$ cat src/rtl/rom_loader.sv
// rom_loader
//   Streams a program image from a host byte interface into the flat rom
//   bus that feeds the cpu. It holds the cpu in reset while loading, then
//   releases it and watches the cpu's scratch memory for an "=good" or
//   "=bad" verdict string. It reports pass, fail or timeout together with
//   the number of run cycles.
//
// Ports
//   clk, rst           clock, asynchronous active-high reset
//   restart            synchronous pulse: abort and reload from byte 0
//   in_valid/in_data   host byte stream
//   in_ready           byte accepted this cycle (LOAD only)
//   rom                program image, byte k at rom[8k +: 8]
//   cpu_rst            registered reset to the cpu
//   memory_out         cpu memory[8..31], byte j at [8j +: 8]
//   done/pass/fail/timeout, run_cycles   latched verdict
module rom_loader #(
   parameter int ROM_BYTES      = 82,
   parameter int TIMEOUT_CYCLES = 4096
) (
   input  logic                   clk,
   input  logic                   rst,
   input  logic                   restart,
   input  logic                   in_valid,
   input  logic [7:0]             in_data,
   output logic                   in_ready,
   output logic [8*ROM_BYTES-1:0] rom,
   output logic                   cpu_rst,
   input  logic [8*24-1:0]        memory_out,
   output logic                   done,
   output logic                   pass,
   output logic                   fail,
   output logic                   timeout,
   output logic [15:0]            run_cycles
);

   localparam int                CNT_W    = $clog2(ROM_BYTES + 1);
   localparam logic [CNT_W-1:0]  LAST_IDX = CNT_W'(ROM_BYTES - 1);
   localparam logic [15:0]       TO_LAST  = 16'(TIMEOUT_CYCLES - 1);

   typedef enum logic [1:0] {S_LOAD, S_RELEASE, S_RUN, S_DONE} state_t;

   state_t                 state_q, state_d;
   logic [CNT_W-1:0]       count_q, count_d;
   logic [8*ROM_BYTES-1:0] rom_q, rom_d;
   logic                   cpu_rst_q, cpu_rst_d;
   logic [15:0]            cyc_q, cyc_d;
   logic                   done_q, done_d;
   logic                   pass_q, pass_d;
   logic                   fail_q, fail_d;
   logic                   timeout_q, timeout_d;
   logic [15:0]            run_cycles_q, run_cycles_d;
   logic                   good_match;
   logic                   bad_match;

   // "=good\0" and "=bad\0" in cpu memory starting at address 8
   assign good_match = (memory_out[7:0]   == 8'h3D) && (memory_out[15:8]  == 8'h67) &&
                       (memory_out[23:16] == 8'h6F) && (memory_out[31:24] == 8'h6F) &&
                       (memory_out[39:32] == 8'h64) && (memory_out[47:40] == 8'h00);
   assign bad_match  = (memory_out[7:0]   == 8'h3D) && (memory_out[15:8]  == 8'h62) &&
                       (memory_out[23:16] == 8'h61) && (memory_out[31:24] == 8'h64) &&
                       (memory_out[39:32] == 8'h00);

   assign in_ready = (state_q == S_LOAD) & ~rst;

   always_comb begin
      state_d      = state_q;
      count_d      = count_q;
      rom_d        = rom_q;
      cpu_rst_d    = cpu_rst_q;
      cyc_d        = cyc_q;
      done_d       = done_q;
      pass_d       = pass_q;
      fail_d       = fail_q;
      timeout_d    = timeout_q;
      run_cycles_d = run_cycles_q;

      case (state_q)
         S_LOAD: begin
            cpu_rst_d = 1'b1;
            if (in_valid && in_ready) begin
               rom_d[{count_q, 3'b000} +: 8] = in_data;
               count_d = count_q + 1'b1;
               if (count_q == LAST_IDX) state_d = S_RELEASE;
            end
         end
         S_RELEASE: begin
            // cpu has seen reset for one cycle with the final image stable
            state_d   = S_RUN;
            cpu_rst_d = 1'b0;
            cyc_d     = '0;
         end
         S_RUN: begin
            cpu_rst_d = 1'b0;
            if (good_match || bad_match) begin
               state_d      = S_DONE;
               done_d       = 1'b1;
               pass_d       = good_match;
               fail_d       = ~good_match;
               run_cycles_d = cyc_q;
               cpu_rst_d    = 1'b1;
            end else if (cyc_q == TO_LAST) begin
               state_d      = S_DONE;
               done_d       = 1'b1;
               timeout_d    = 1'b1;
               run_cycles_d = cyc_q;
               cpu_rst_d    = 1'b1;
            end else if (cyc_q != 16'hFFFF) begin
               cyc_d = cyc_q + 16'd1;
            end
         end
         default: begin
            // verdict held, cpu frozen
            cpu_rst_d = 1'b1;
         end
      endcase

      // restart overrides everything, including a same-cycle handshake
      if (restart) begin
         state_d      = S_LOAD;
         count_d      = '0;
         rom_d        = '0;
         cpu_rst_d    = 1'b1;
         cyc_d        = '0;
         done_d       = 1'b0;
         pass_d       = 1'b0;
         fail_d       = 1'b0;
         timeout_d    = 1'b0;
         run_cycles_d = '0;
      end
   end

   always_ff @(posedge clk or posedge rst) begin
      if (rst) begin
         state_q      <= S_LOAD;
         count_q      <= '0;
         rom_q        <= '0;
         cpu_rst_q    <= 1'b1;
         cyc_q        <= '0;
         done_q       <= 1'b0;
         pass_q       <= 1'b0;
         fail_q       <= 1'b0;
         timeout_q    <= 1'b0;
         run_cycles_q <= '0;
      end else begin
         state_q      <= state_d;
         count_q      <= count_d;
         rom_q        <= rom_d;
         cpu_rst_q    <= cpu_rst_d;
         cyc_q        <= cyc_d;
         done_q       <= done_d;
         pass_q       <= pass_d;
         fail_q       <= fail_d;
         timeout_q    <= timeout_d;
         run_cycles_q <= run_cycles_d;
      end
   end

   assign rom        = rom_q;
   assign cpu_rst    = cpu_rst_q;
   assign done       = done_q;
   assign pass       = pass_q;
   assign fail       = fail_q;
   assign timeout    = timeout_q;
   assign run_cycles = run_cycles_q;

endmodule

$ cat config.mk
export PLATFORM = sky130hd
export DESIGN_NAME = rom_loader
export DESIGN_NICKNAME = d
export VERILOG_FILES = /design/src/rtl/rom_loader.sv
export SDC_FILE = /design/constraint.sdc
export NUM_CORES = 2
export LEC_CHECK = 0
export ABC_AREA = 1
export CORE_AREA = 2 2 340 342
export CTS_CLUSTER_DIAMETER = 150
export DETAILED_ROUTE_END_ITERATION = 10
export DIE_AREA = 0 0 342 344
export GPL_TIMING_DRIVEN = 0
export HOLD_SLACK_MARGIN = 0.12
export SLEW_MARGIN = 20
export SYNTH_ARGS = -nofsm -noshare
export SYNTH_HDL_FRONTEND = slang
export SYNTH_SLANG_ARGS = --single-unit
$ cat constraint.sdc
create_clock -name clk -period 29.3 [get_ports clk]
set_clock_uncertainty 0.05 [all_clocks]
set_input_delay 5.86 -clock clk [delete_from_list [all_inputs] [get_ports clk]]
set_output_delay 5.86 -clock clk [all_outputs]
set_load 0.02 [all_outputs]
* After elaboration in Yosys (flattened, before gate mapping)
Index checks and enable logic that the tools add are counted.
** Word-level totals
- Latch bits :: 0
- Flip-flop bits (word level) :: 702
- Input bits :: 204
- Memories :: 0
- Logic and storage cells :: 105
- Bits in writable memories :: 0
- Memory bits (read-only) :: 0
** Operators by class
- Equal/unequal tests :: 20
- Reductions and logical operators :: 28
- Add/sub/neg operators :: 3
- Muxes and demuxes :: 39
- Shift-type cells :: 2
- Order comparisons :: 0
- Divide/modulo/power cells :: 0
- Bitwise operators :: 3
- Multipliers :: 0
** Operators with widths (number)
- $mux 656 :: 3
- $bwmux 656 :: 1
- $shift 8x12->656 const A :: 1
- $shiftx 8x12->656 :: 1
- $mux 16 :: 8
- $eq 8x7->1 const B :: 7
- $pmux 16 s2 :: 1
- $mux 7 :: 3
- $add 16x1->16 const B :: 1
- $eq 16x12->1 const B :: 1
- $logic_not 8->1 :: 2
- $mux 1 :: 16
- $ne 16x16->1 const B :: 1
- $neg 10->12 :: 1
- $logic_and 1x1->1 :: 10
- $mux 2 :: 5
- $reduce_bool 2->1 :: 5
- $ne 3x3->1 const B :: 3
- $eq 8x6->1 const B :: 1
- $reduce_and 4->1 :: 2
- $add 7x1->7 const B :: 1
- $eq 7x7->1 const B :: 1
- $ne 3x2->1 const B :: 2
- $pmux 2 s3 :: 1
- 13 further kinds :: 17

* Longest topological paths before layout
- Depth in word-level cells :: 10
- Mapped depth :: 15
- Depth with buffers taken out :: 14

* Worst setup path after synthesis
No wires, ideal clock.
- Kind :: input port to output port
- Start point :: in rst
- End point :: out in_ready
- Stages :: 1
- Slack :: 17.182 ns
- Required time :: 23.390 ns
- Arrival time :: 6.208 ns
- Cell sequence :: nor2_1
** Between the ends
- Longest elaborated chain between the ends :: 2
** RTL lines
- start: declaration :: line 22 : input logic rst,
- $not 1->1 :: line 64 : assign in_ready = (state_q == S_LOAD) & ~rst;
- $and 1x1->1 :: line 64
- end: declaration :: line 26 : output logic in_ready,
No other way between the ends.

* Final worst setup path
Ends and elaborated chain as after synthesis.

==> key figures <==
Power
  • Cell-internal power: 1.69 mW
  • Share of power burned in registers: 40.6%
  • Power consumption: 2.41 mW
  • Switching Share: 29.8%
  • Clk network pwr share: 46.5%
  • Leak: 20.4 nW
  • Peak VDD IR: 0.0458 mV
  • Power Density: 54.5 mW/mm^2
  • NetSw: 0.717 mW
  • Logic pwr share: 12.9%

Synth
  • Syn Inst Count: 3739
  • Post-synth top area share: 55.3%
  • Netlist cell types: 45
  • Area leader, netlist: dfrtp_1
  • Synth area leaders: dfrtp_1, nand3_1, nand2_1
  • Mux contribution to synthesized area: 0%
  • Sequential fraction of the synthesis area: 55.3%
  • Post-synth EDFFs: 0
  • Post-Synth XOR/XNOR Area: 0.193%
  • YS warnings: 0
  • Largest family of logic cells by synthesized area: simple AND/OR/NAND/NOR gates
  • Synth Area in Simple Gates: 34.7%
  • Syn_nets: 3952
  • Synth Area in Compound Gates: 4.57%
  • Ys flop type: dfrtp_1
  • Syn Area/Cell: 8.49 sq um
  • Asr flop ratio synth: 100%
  • Synthesized-area fraction occupied by adder cells: 0.355%
  • Synthesized cell area: 0.0317 sq mm
  • Post-synthesis register bit count: 702

STA
  • Fin crit share: 44.8%
  • Worst-Margin Slew: 1.31 ns
  • Final Hold Fails: 0
  • RSZ-0062 raised after global routing: no
  • Relative slew slack: 11.9%
  • Fmax: 76.3 MHz
  • Fin. max-slew vios: 0
  • Final Setup Violations: 0
  • Final min period: 13.11 ns

Setup path
  • Crit path launch: rst
  • Slowest CP cell: clkdlybuf4s50_1
  • CP Data Required Time: 23.39 ns
  • Worst path arrival time: 7.20 ns
  • Cell mode on critical path: clkdlybuf4s50_1
  • Worst path cell trace: clkdlybuf4s50_1 -> nor2_1 -> clkdlybuf4s50_1
  • CP top delay family: buffers and inverters
  • Crit end category: primary output
  • Worst Path Buf+Inv: 2
  • Crit start category: primary input
  • Critical R2R Launch: count_q[0]
  • Crit path max fanout: 2
  • Worst Setup Path Type: in -> out
  • Max stage delay on crit path: 0.63 ns

Detailed routing
  • DRT antenna net count: 0
  • Via count: 32800
  • Drt pass-1 iters: 6
  • Post-Route WL: 181000 um
  • Wirelength per Cell: 29.4 um
  • # DRC: 0
  • Initial DRC Count: 3403
  • Number of vias per cell: 5.33

Run status
  • Status: finished clean

GRT
  • Global-route wire length before repair: 246000 um
  • Total GRT Usage: 29.9%
  • Gr busiest metal: met2
  • Vias in the first global route: 31200
  • Largest net degree at the start of global routing: 100
  • Met1 Usage GRT: 37.8%
  • Initial antenna violation count: 3
  • GR Overflow Total: 0
  • Global Route met2 Usage: 46.8%
  • Met3 usage: 9.68%

Min path
  • Hold_sp: run_cycles[12]
  • HP Class: reg -> reg

Floorplanning
  • DIE AREA: 0.118 sq mm
  • IO Count: 882
  • Die width: 342 um
  • Initial core utilization: 27.9%
  • Die Y: 344 um
  • Core area: 0.114 sq mm
  • Row cnt: 124

Clock tree
  • TritonCTS buffer count: 85
  • CTS clk-pin slew, worst paths: 0.05 ns
  • CTS tree: done
  • Cts-stage hold buffer count: 0
  • Skew-Pair Late Insertion Delay: 0.69 ns
  • CTS H-tree lvls: 3
  • CTS root buf: clkbuf_16
  • Clock Sinks: 702
  • Setup Fix Bufs, Post-CTS: 0
  • CTS max path bufs: 3
  • Post_cts resized: 0

Final layout
  • Share of layout cells above drive strength 1: 8.17%
  • Final cell count without fillers: 6154
  • Nets@finish: 4782
  • Area grow syn2layout: 39.3%

Run
  • Total of max-cap violations: 0

Placed design
  • Final GP Congestion: 0.992
  • Placed Instances: 5994
  • Hpwl dp: 142000 um
  • Buffers on Ports: 728
==> synth_stat cells (2+ instances only) <==
master,count
a21oi_1,5
nor2_8,2
nand2_4,2
nand3_1,880
nand2_1,969
buf_1,47
nor3_1,55
nand4_1,97
inv_2,18
inv_1,144
buf_2,51
nand3b_1,15
nor3_2,4
o21ai_0,242
buf_4,10
nor3b_1,2
nand3b_4,2
buf_6,6
xor2_1,4
o21ai_1,32
nor4_1,3
nand3_2,20
nand3_4,6
clkbuf_1,86
nand4_2,4
inv_4,2
nor2_2,33
nand2_2,20
xnor2_1,3
nor2_1,232
clkinv_1,3
dfrtp_1,701
nor2_4,19
ha_1,9
==> worst register-to-register path: stages, from the launching register on <==
cell,delay (ns)
dfrtp_1,0.62
inv_2,0.22
ha_1,0.49
inv_1,0.19
nor2_1,0.34
clkbuf_1,0.43
nand4_1,0.64
nor3_1,0.79
nand4_1,0.42
nand2_1,0.15
==> area by class of cell <==
class / count / area (sq um)
antenna: 4 / 10.0
buffer: 200 / 907
clock buffer: 121 / 2460
clock inverter: 35 / 449
fill: 11600 / 69700
inverter: 167 / 639
multi-input combinational: 2670 / 12700
sequential: 702 / 17600
tap: 1512 / 1890
timing repair buffer: 743 / 7600
==> stage by stage <==
stage | setup WS (ns) | util, % | instance area (sq um) | setup TNS [ns] | hold slack, ns
after CTS | 16.18 | 38.8 | 44200 | 0 | 0.422
after global routing | 16.15 | 38.8 | 44200 | 0 | 0.443
after floorplan | 3.70 | - | 31700 | 0 | 0.417
after detailed placement | 16.18 | 36.3 | 41300 | 0 | 0.408
after global placement | -5.70 | 35.9 | 40900 | -3887.68 | 0.408
final | 16.19 | 38.8 | 44200 | 0 | 0.419
==> power groups by stage <==
stage | Clock (mW) | Combinational (mW) | Sequential, mW
final | 1.12 | 0.311 | 0.979
after global routing | 1.17 | 0.321 | 0.978
after CTS | 1.13 | 0.302 | 0.978
after detailed placement | 0 | 0.301 | 0.996
after global placement | 0 | 0.294 | 0.998
after floorplan | 0 | 0.151 | 0.999
==> kinds of logic after synthesis <==
logic type,after synthesis
xor gates and xnor gates,7
AOI/OAI and AO/OA,285
buffers and inverters,367
DFF,702
and+or+nand+nor,2369
adders and majority gates,9
==> routing by layer <==
metal	vias to the layer above	routed length [um]	share of wire, %
met5	-	27	0.015
met4	4	8590	4.7
met3	380	19300	11
met2	1883	81500	45
met1	16300	71700	40
li1	14300	-	-
==> cells in the final DEF (no fill, tap or decap), types with 13 or more instances in the layout <==
master	netlist	layout
nand2_1	969	969
nand3_1	880	880
clkdlybuf4s50_1	0	728
dfrtp_1	701	701
o21ai_0	242	242
nor2_1	232	221
inv_1	144	143
clkbuf_1	86	102
nand4_1	97	97
clkbuf_16	0	88
buf_2	51	53
nor3_1	55	53
nor2_2	33	44
buf_1	47	43
o21ai_1	32	32
nand2_2	20	20
nand3_2	20	20
nor2_4	19	19
inv_2	18	18
clkinv_2	0	17
nand3b_1	15	15
clkbuf_8	0	13
==> sequential cells by signal, indices dropped and copies added (netlist names) <==
| register | flops |
|---|---|
| pass | 1 |
| fail | 1 |
| state_q | 2 |
| cpu_rst | 1 |
| done | 1 |
| run_cycles | 16 |
| timeout | 1 |
| cyc_q | 16 |
| rom | 656 |
| count_q | 7 |
==> worst paths after layout <==
kind / to / slack (ns) / cells after the start
hold reg to reg: run_cycles[12] / 0.42 / 2
setup / recovery: in_ready / 16.19 / 3
max in group asynchronous: rom[49] / 21.05 / 7
hold / removal: run_cycles[12] / 0.42 / 2
min in group asynchronous: rom[420] / 5.65 / 2
setup reg to reg: rom[304] / 24.86 / 9
Power figures use the tool's default switching activity.
